===== src/rtl/mem_access_unit.sv =====
// mem_access_unit: MEM-stage data-memory access unit for the RV32I pipeline.
// Turns a decoded load/store into one request/grant/response bus transaction,
// stalls the pipeline while it is in flight, and returns formatted load data.
//
// Ports:
//   clk, rst                  clock, synchronous active-high reset
//   m_mem_read, m_mem_write   MEM-stage load/store request (write wins if both)
//   bxx_flush                 branch flush, blocks the start of a new access
//   funct3, addr, wdata       access size/sign, byte address, store data
//   stall                     hold IF..MEM pipeline registers
//   rdata, rdata_valid        formatted load data and its one-cycle valid
//   access_err                misaligned / illegal-funct3 start (comb pulse)
//   bus_req/we/addr/be/wdata  registered request to the data bus
//   bus_gnt                   request accepted this cycle
//   bus_rvalid, bus_rdata     read response
module mem_access_unit #(
    parameter int unsigned ADDR_W = 32,
    parameter int unsigned DATA_W = 32
) (
    input  logic              clk,
    input  logic              rst,
    input  logic              m_mem_read,
    input  logic              m_mem_write,
    input  logic              bxx_flush,
    input  logic [2:0]        funct3,
    input  logic [ADDR_W-1:0] addr,
    input  logic [DATA_W-1:0] wdata,
    output logic              stall,
    output logic [DATA_W-1:0] rdata,
    output logic              rdata_valid,
    output logic              access_err,
    output logic              bus_req,
    output logic              bus_we,
    output logic [ADDR_W-1:0] bus_addr,
    output logic [3:0]        bus_be,
    output logic [DATA_W-1:0] bus_wdata,
    input  logic              bus_gnt,
    input  logic              bus_rvalid,
    input  logic [DATA_W-1:0] bus_rdata
);

    typedef enum logic [1:0] {
        IDLE   = 2'd0,
        REQ    = 2'd1,
        WAIT_R = 2'd2,
        DONE   = 2'd3
    } state_t;

    state_t            state_q, state_d;
    logic              bus_req_q, bus_req_d;
    logic              bus_we_q, bus_we_d;
    logic [ADDR_W-1:0] bus_addr_q, bus_addr_d;
    logic [3:0]        bus_be_q, bus_be_d;
    logic [DATA_W-1:0] bus_wdata_q, bus_wdata_d;
    logic [DATA_W-1:0] rdata_q, rdata_d;
    logic              rdata_valid_q, rdata_valid_d;
    logic [2:0]        funct3_q, funct3_d;
    logic [1:0]        off_q, off_d;

    logic              is_write;
    logic              start;
    logic              legal;
    logic [3:0]        st_be;
    logic [DATA_W-1:0] st_wdata;
    logic [7:0]        ld_byte;
    logic [15:0]       ld_half;
    logic [DATA_W-1:0] ld_data;

    // Start qualification and legality of the MEM-stage access.
    always_comb begin
        is_write = m_mem_write;
        start    = (m_mem_read | m_mem_write) & ~bxx_flush & ~rst;
        case (funct3)
            3'b000:         legal = 1'b1;
            3'b001:         legal = ~addr[0];
            3'b010:         legal = (addr[1:0] == 2'b00);
            // Unsigned variants exist only for loads.
            3'b100:         legal = ~is_write;
            3'b101:         legal = ~is_write & ~addr[0];
            default:        legal = 1'b0;
        endcase
    end

    // Store byte enables and lane-replicated store data.
    always_comb begin
        case (funct3[1:0])
            2'b00: begin
                st_be    = 4'b0001 << addr[1:0];
                st_wdata = DATA_W'({4{wdata[7:0]}});
            end
            2'b01: begin
                st_be    = addr[1] ? 4'b1100 : 4'b0011;
                st_wdata = DATA_W'({2{wdata[15:0]}});
            end
            default: begin
                st_be    = 4'b1111;
                st_wdata = wdata;
            end
        endcase
    end

    // Load lane select from the latched offset, then sign/zero extension.
    always_comb begin
        ld_byte = bus_rdata[{off_q, 3'b000} +: 8];
        ld_half = off_q[1] ? bus_rdata[31:16] : bus_rdata[15:0];
        case (funct3_q)
            3'b000:  ld_data = DATA_W'({{24{ld_byte[7]}}, ld_byte});
            3'b100:  ld_data = DATA_W'({24'd0, ld_byte});
            3'b001:  ld_data = DATA_W'({{16{ld_half[15]}}, ld_half});
            3'b101:  ld_data = DATA_W'({16'd0, ld_half});
            default: ld_data = bus_rdata;
        endcase
    end

    // Next-state and registered-output logic.
    always_comb begin
        state_d       = state_q;
        bus_req_d     = bus_req_q;
        bus_we_d      = bus_we_q;
        bus_addr_d    = bus_addr_q;
        bus_be_d      = bus_be_q;
        bus_wdata_d   = bus_wdata_q;
        rdata_d       = rdata_q;
        rdata_valid_d = 1'b0;
        funct3_d      = funct3_q;
        off_d         = off_q;
        case (state_q)
            IDLE: begin
                if (start && legal) begin
                    bus_req_d   = 1'b1;
                    bus_we_d    = is_write;
                    bus_addr_d  = {addr[ADDR_W-1:2], 2'b00};
                    bus_be_d    = is_write ? st_be : 4'b1111;
                    bus_wdata_d = is_write ? st_wdata : '0;
                    funct3_d    = funct3;
                    off_d       = addr[1:0];
                    state_d     = REQ;
                end
            end
            REQ: begin
                if (bus_gnt) begin
                    bus_req_d = 1'b0;
                    state_d   = bus_we_q ? DONE : WAIT_R;
                end
            end
            WAIT_R: begin
                if (bus_rvalid) begin
                    rdata_d       = ld_data;
                    rdata_valid_d = 1'b1;
                    state_d       = DONE;
                end
            end
            default: begin
                state_d = IDLE;
            end
        endcase
    end

    // State and output registers; reset abandons any in-flight transaction.
    always_ff @(posedge clk) begin
        if (rst) begin
            state_q       <= IDLE;
            bus_req_q     <= 1'b0;
            bus_we_q      <= 1'b0;
            bus_addr_q    <= '0;
            bus_be_q      <= 4'b0000;
            bus_wdata_q   <= '0;
            rdata_q       <= '0;
            rdata_valid_q <= 1'b0;
            funct3_q      <= 3'b000;
            off_q         <= 2'b00;
        end else begin
            state_q       <= state_d;
            bus_req_q     <= bus_req_d;
            bus_we_q      <= bus_we_d;
            bus_addr_q    <= bus_addr_d;
            bus_be_q      <= bus_be_d;
            bus_wdata_q   <= bus_wdata_d;
            rdata_q       <= rdata_d;
            rdata_valid_q <= rdata_valid_d;
            funct3_q      <= funct3_d;
            off_q         <= off_d;
        end
    end

    // The start cycle must stall and flag errors in the same cycle it is seen.
    assign stall       = ((state_q == IDLE) & start & legal) |
                         (state_q == REQ) | (state_q == WAIT_R);
    assign access_err  = (state_q == IDLE) & start & ~legal;

    assign bus_req     = bus_req_q;
    assign bus_we      = bus_we_q;
    assign bus_addr    = bus_addr_q;
    assign bus_be      = bus_be_q;
    assign bus_wdata   = bus_wdata_q;
    assign rdata       = rdata_q;
    assign rdata_valid = rdata_valid_q;

endmodule


===== config.mk =====
export PLATFORM = sky130hd
export DESIGN_NAME = mem_access_unit
export DESIGN_NICKNAME = d
export VERILOG_FILES = /design/src/rtl/mem_access_unit.sv
export SDC_FILE = /design/constraint.sdc
export NUM_CORES = 1
export LEC_CHECK = 0
export CAP_MARGIN = 25
export CORE_MARGIN = 2
export CORE_UTILIZATION = 42
export DETAILED_ROUTE_END_ITERATION = 8
export GPL_TIMING_DRIVEN = 0
export HOLD_SLACK_MARGIN = 0.03
export MAX_ROUTING_LAYER = met4
export PLACE_DENSITY = 0.91
export SETUP_SLACK_MARGIN = 0.3
export SLEW_MARGIN = 20
export SYNTH_ARGS = -nofsm -noshare
export SYNTH_HDL_FRONTEND = slang
export SYNTH_SLANG_ARGS = --single-unit

===== constraint.sdc =====
create_clock -name clk -period 1.8 [get_ports clk]
set_input_delay 0.27 -clock clk [delete_from_list [all_inputs] [get_ports clk]]
set_output_delay 0.27 -clock clk [all_outputs]
set_load 0.1 [all_outputs]

==> summary by stage <==
Run status
The flow ran to the end, but the final reports show violations. The checks that failed: setup timing.

GRT
The total congestion overflow is 0. The first global-routing pass estimated 27400 um of wire. Entering global routing, the biggest net connects 19 pins. The via count of the first global-routing pass was 5410. The global-route total usage across every layer is 0.284. The initial antenna violation count is 0.

Detailed routing
In this run the remaining antenna-violating nets after routing total 0. The via count of the routed design is 5753. Dividing the detail-routed wire length by the instance count gives 20.2 um. In the routed layout, each cell is associated on average with a via count of 5.69. For this run, the detailed router's first-pass iteration total came to 5. The first routing iteration left 370 violations.

In the routed design, unresolved DRC markers number 0. After detailed routing, the total wire length is 20400 um.

Place
The placed instances occupy a cell area of 7180 um2. At the end of routability-driven placement, the weighted congestion stood at 0.934. The final HPWL from detailed placement is 13000 um.

The count of buffers added on input and output ports is 204.

Yosys
Counting flops with a built-in enable in the synthesized netlist gives 0. The most used flip-flop cell after synthesis is sky130_fd_sc_hd__dfxtp_1. The synthesized netlist occupies a cell area of 4850 um2. The proportion of synthesized chip area in sequential cells is 0.446. The cell count after synthesis is 612.

The count of synthesis-stage warnings from yosys is 0. The async set or reset register ratio after synthesis is 0. The number of distinct library cell variants in the gate-level netlist after synthesis is 38. The post-synthesis register bit count is 108.

The average size of a mapped cell is 7.92 um2.

Worst setup path
The critical path goes through inv_2, ha_4, and3_4, buf_6, buf_6, or3_4, buf_12. The buffer and inverter count on the worst path is 4. The type of element launching the critical path is a register. The cell with the largest stage delay on the worst path is sky130_fd_sc_hd__or3_4. STA classifies the critical path endpoint as a primary output. The worst setup path is of the register to primary output kind.

On the worst path, the slowest cell contributes a delay of 0.37 ns. The required arrival time at the worst endpoint is 1.53 ns. The dominant delay contributor by cell family on the critical path is simple AND/OR/NAND/NOR gates. The most frequent cell on the critical path is sky130_fd_sc_hd__buf_6. STA puts the critical path data arrival time at 1.86 ns. Along the worst path, the maximum fanout reaches 2.

Timing
The count of pins over their slew limit is 0. The minimum period implied by the final worst setup slack is 2.13 ns. The number of failing hold endpoints at the final stage is 0. Headroom to the max-slew limit came out at 0.449. Setup repair after global routing could not meet its margin everywhere. The worst clock skew is 0.00664 ns. The count of final setup violators is 11. The slew at the pin with the worst max-slew slack is 0.827 ns. The slack of the critical path is -0.325 ns. Dividing the final minimum period by the clock period gives 1.18. The maximum clock frequency is 0.471 GHz.

Layout
The number of antenna diodes in the final layout is 0. Measured on the finished design, the core utilization comes to 0.745. The finished layout cell area is 8440 um2.

From synthesis to final layout, the design area changed by 73.9%. The library cells used most frequently in the layout, excluding fill and tap cells, are sky130_fd_sc_hd__dfxtp_1, sky130_fd_sc_hd__clkdlybuf4s50_1, sky130_fd_sc_hd__nand2_1. The final net count is 973.

Of the cells placed in the final design, the portion with a size suffix greater than 1 is 0.418. The most common library cell in the layout ignoring fill and taps is sky130_fd_sc_hd__dfxtp_1.

Die
The die width is 111 um. The initial core utilization is 0.428. For this design the top-level I/O count stands at 211. After floorplanning, the core was sized to cover 11300 um2. The number of placement rows is 39. The die boundary height is 111 um. The die area is 12400 um2.

CTS
The number of clock buffers added by TritonCTS is 9. TritonCTS built the clock tree. For the worst-skew pair, the clock arrives at the later sink with an insertion delay of 0.35 ns. The clock-pin transition on the worst setup and hold timing paths is 0.08 ns.

The TritonCTS sink count is 108. The root buffer selected by CTS is sky130_fd_sc_hd__clkbuf_16. The clock tree synthesis step divided the H-tree into 3 levels. The buffer depth of the longest clock path is 2.

Worst hold path
The worst min-delay path category is input pin to register.

Power
Power spread over the standard cell area amounts to 916 nW/um2. The worst-case vdd ir drop is 0.000597 V. The total leakage power is 3.19 nW.

Flow run
Max-cap violations in this run came to 0.
area by class of cell:
| type | instances | area (um2) |
|---|---|---|
| buffer | 54 | 455 |
| inverter | 5 | 18.8 |
| sequential | 108 | 2170 |
| timing repair buffer | 239 | 2100 |
| tap | 143 | 179 |
| multi-input combinational | 446 | 3170 |
| fill | 752 | 2890 |
| clock buffer | 10 | 229 |
| clock inverter | 6 | 119 |
state kept, by name (all words and copies together), names as in the netlist:
| signal | cells |
|---|---|
| bus_be | 4 |
| bus_wdata | 32 |
| funct3_q | 3 |
| bus_addr | 30 |
| rdata | 32 |
| state_q | 2 |
| rdata_valid | 1 |
| bus_req | 1 |
| off_q | 2 |
| bus_we | 1 |
where the power goes:
group	switching, mW	internal [mW]
registers	0.0908	2.52
clock network	0.939	1.38
logic	1.79	1.00
logic make-up after synthesis:
group                    count (synthesis)  share of synthesized area
AND/OR/NAND/NOR                        263                      0.231
AO/OA/AOI/OAI                          141                      0.175
flip-flops                             108                      0.446
buffers and inverters                   59                     0.0557
multiplexers                            36                     0.0815
adder cells (fa/ha/maj)                  4                     0.0103
other                                    1                   0.000773
stage by stage:
step,setup TNS [ns],std cells,power [mW],hold slack (ns),setup slack (ns)
CTS,-0.287,995,7.39,0.206,-0.287
floorplan,-0.0825,613,4.21,0.398,-0.0775
detailed placement,-53.53,960,4.90,0.445,-1.60
finish,-0.547,1011,7.73,0.221,-0.325
global route,-1.11,1011,7.94,0.230,-0.354
global placement,-53.81,960,4.86,0.438,-1.62
Yosys cell counts (2+ instances only):
cell	instances	area (um2)
sky130_fd_sc_hd__a211oi_1	19	143
sky130_fd_sc_hd__a21oi_1	81	405
sky130_fd_sc_hd__a311oi_1	4	35.0
sky130_fd_sc_hd__a31oi_1	6	37.5
sky130_fd_sc_hd__and2_1	2	12.5
sky130_fd_sc_hd__and3_1	8	50.1
sky130_fd_sc_hd__buf_2	15	75.1
sky130_fd_sc_hd__buf_4	6	45.0
sky130_fd_sc_hd__clkbuf_1	31	116
sky130_fd_sc_hd__dfxtp_1	108	2160
sky130_fd_sc_hd__ha_1	4	50.1
sky130_fd_sc_hd__inv_1	5	18.8
sky130_fd_sc_hd__mux2_2	18	203
sky130_fd_sc_hd__mux2i_1	17	170
sky130_fd_sc_hd__nand2_1	147	552
sky130_fd_sc_hd__nand2b_1	2	12.5
sky130_fd_sc_hd__nand3_1	34	170
sky130_fd_sc_hd__nand3b_1	3	22.5
sky130_fd_sc_hd__nor2_1	42	158
sky130_fd_sc_hd__nor2b_1	4	25.0
sky130_fd_sc_hd__nor3_1	12	60.1
sky130_fd_sc_hd__nor4_1	6	37.5
sky130_fd_sc_hd__o21ai_0	13	65.1
sky130_fd_sc_hd__o21bai_1	3	22.5
sky130_fd_sc_hd__o221ai_1	9	78.8
per-layer routing:
layer  global-route usage  vias to the layer above  part of all wire
met3               0.0604                       78             0.073
li1                     -                     2627                 -
met5                    -                        -                 0
met4               0.0971                        0             0.041
met2                0.497                      326              0.50
met1                0.323                     2722              0.38
worst register-to-register path, delay by kind of cell, from the launching register on:
kind,cells,cell delay [ns]
simple gates,2,0.24
flops,1,0.35
compound gates,1,0.22
fa+ha+maj,1,0.16
buf+inv,7,0.86
path summary, 6_finish.rpt:
check             endpoint  depth (start not counted)  slack (ns)        start
min           bus_wdata[2]                          3        0.22  m_mem_write
min reg2reg    bus_addr[9]                          2        0.46  bus_addr[9]
max                  stall                          7       -0.33   state_q[1]
max reg2reg  bus_wdata[13]                         11       -0.12   state_q[1]
repair_timing:
| item | in CTS | in global routing |
|---|---|---|
| pin swaps | 26 | 55 |
| gates resized for setup | 574 | 194 |
| setup buffers | 17 | 11 |
| setup endpoints to repair | 210 | 143 |
| hold buffers | 0 | 0 |
| gates cloned | 2 | 5 |
Note: power is estimated with default switching activity, not from simulation.
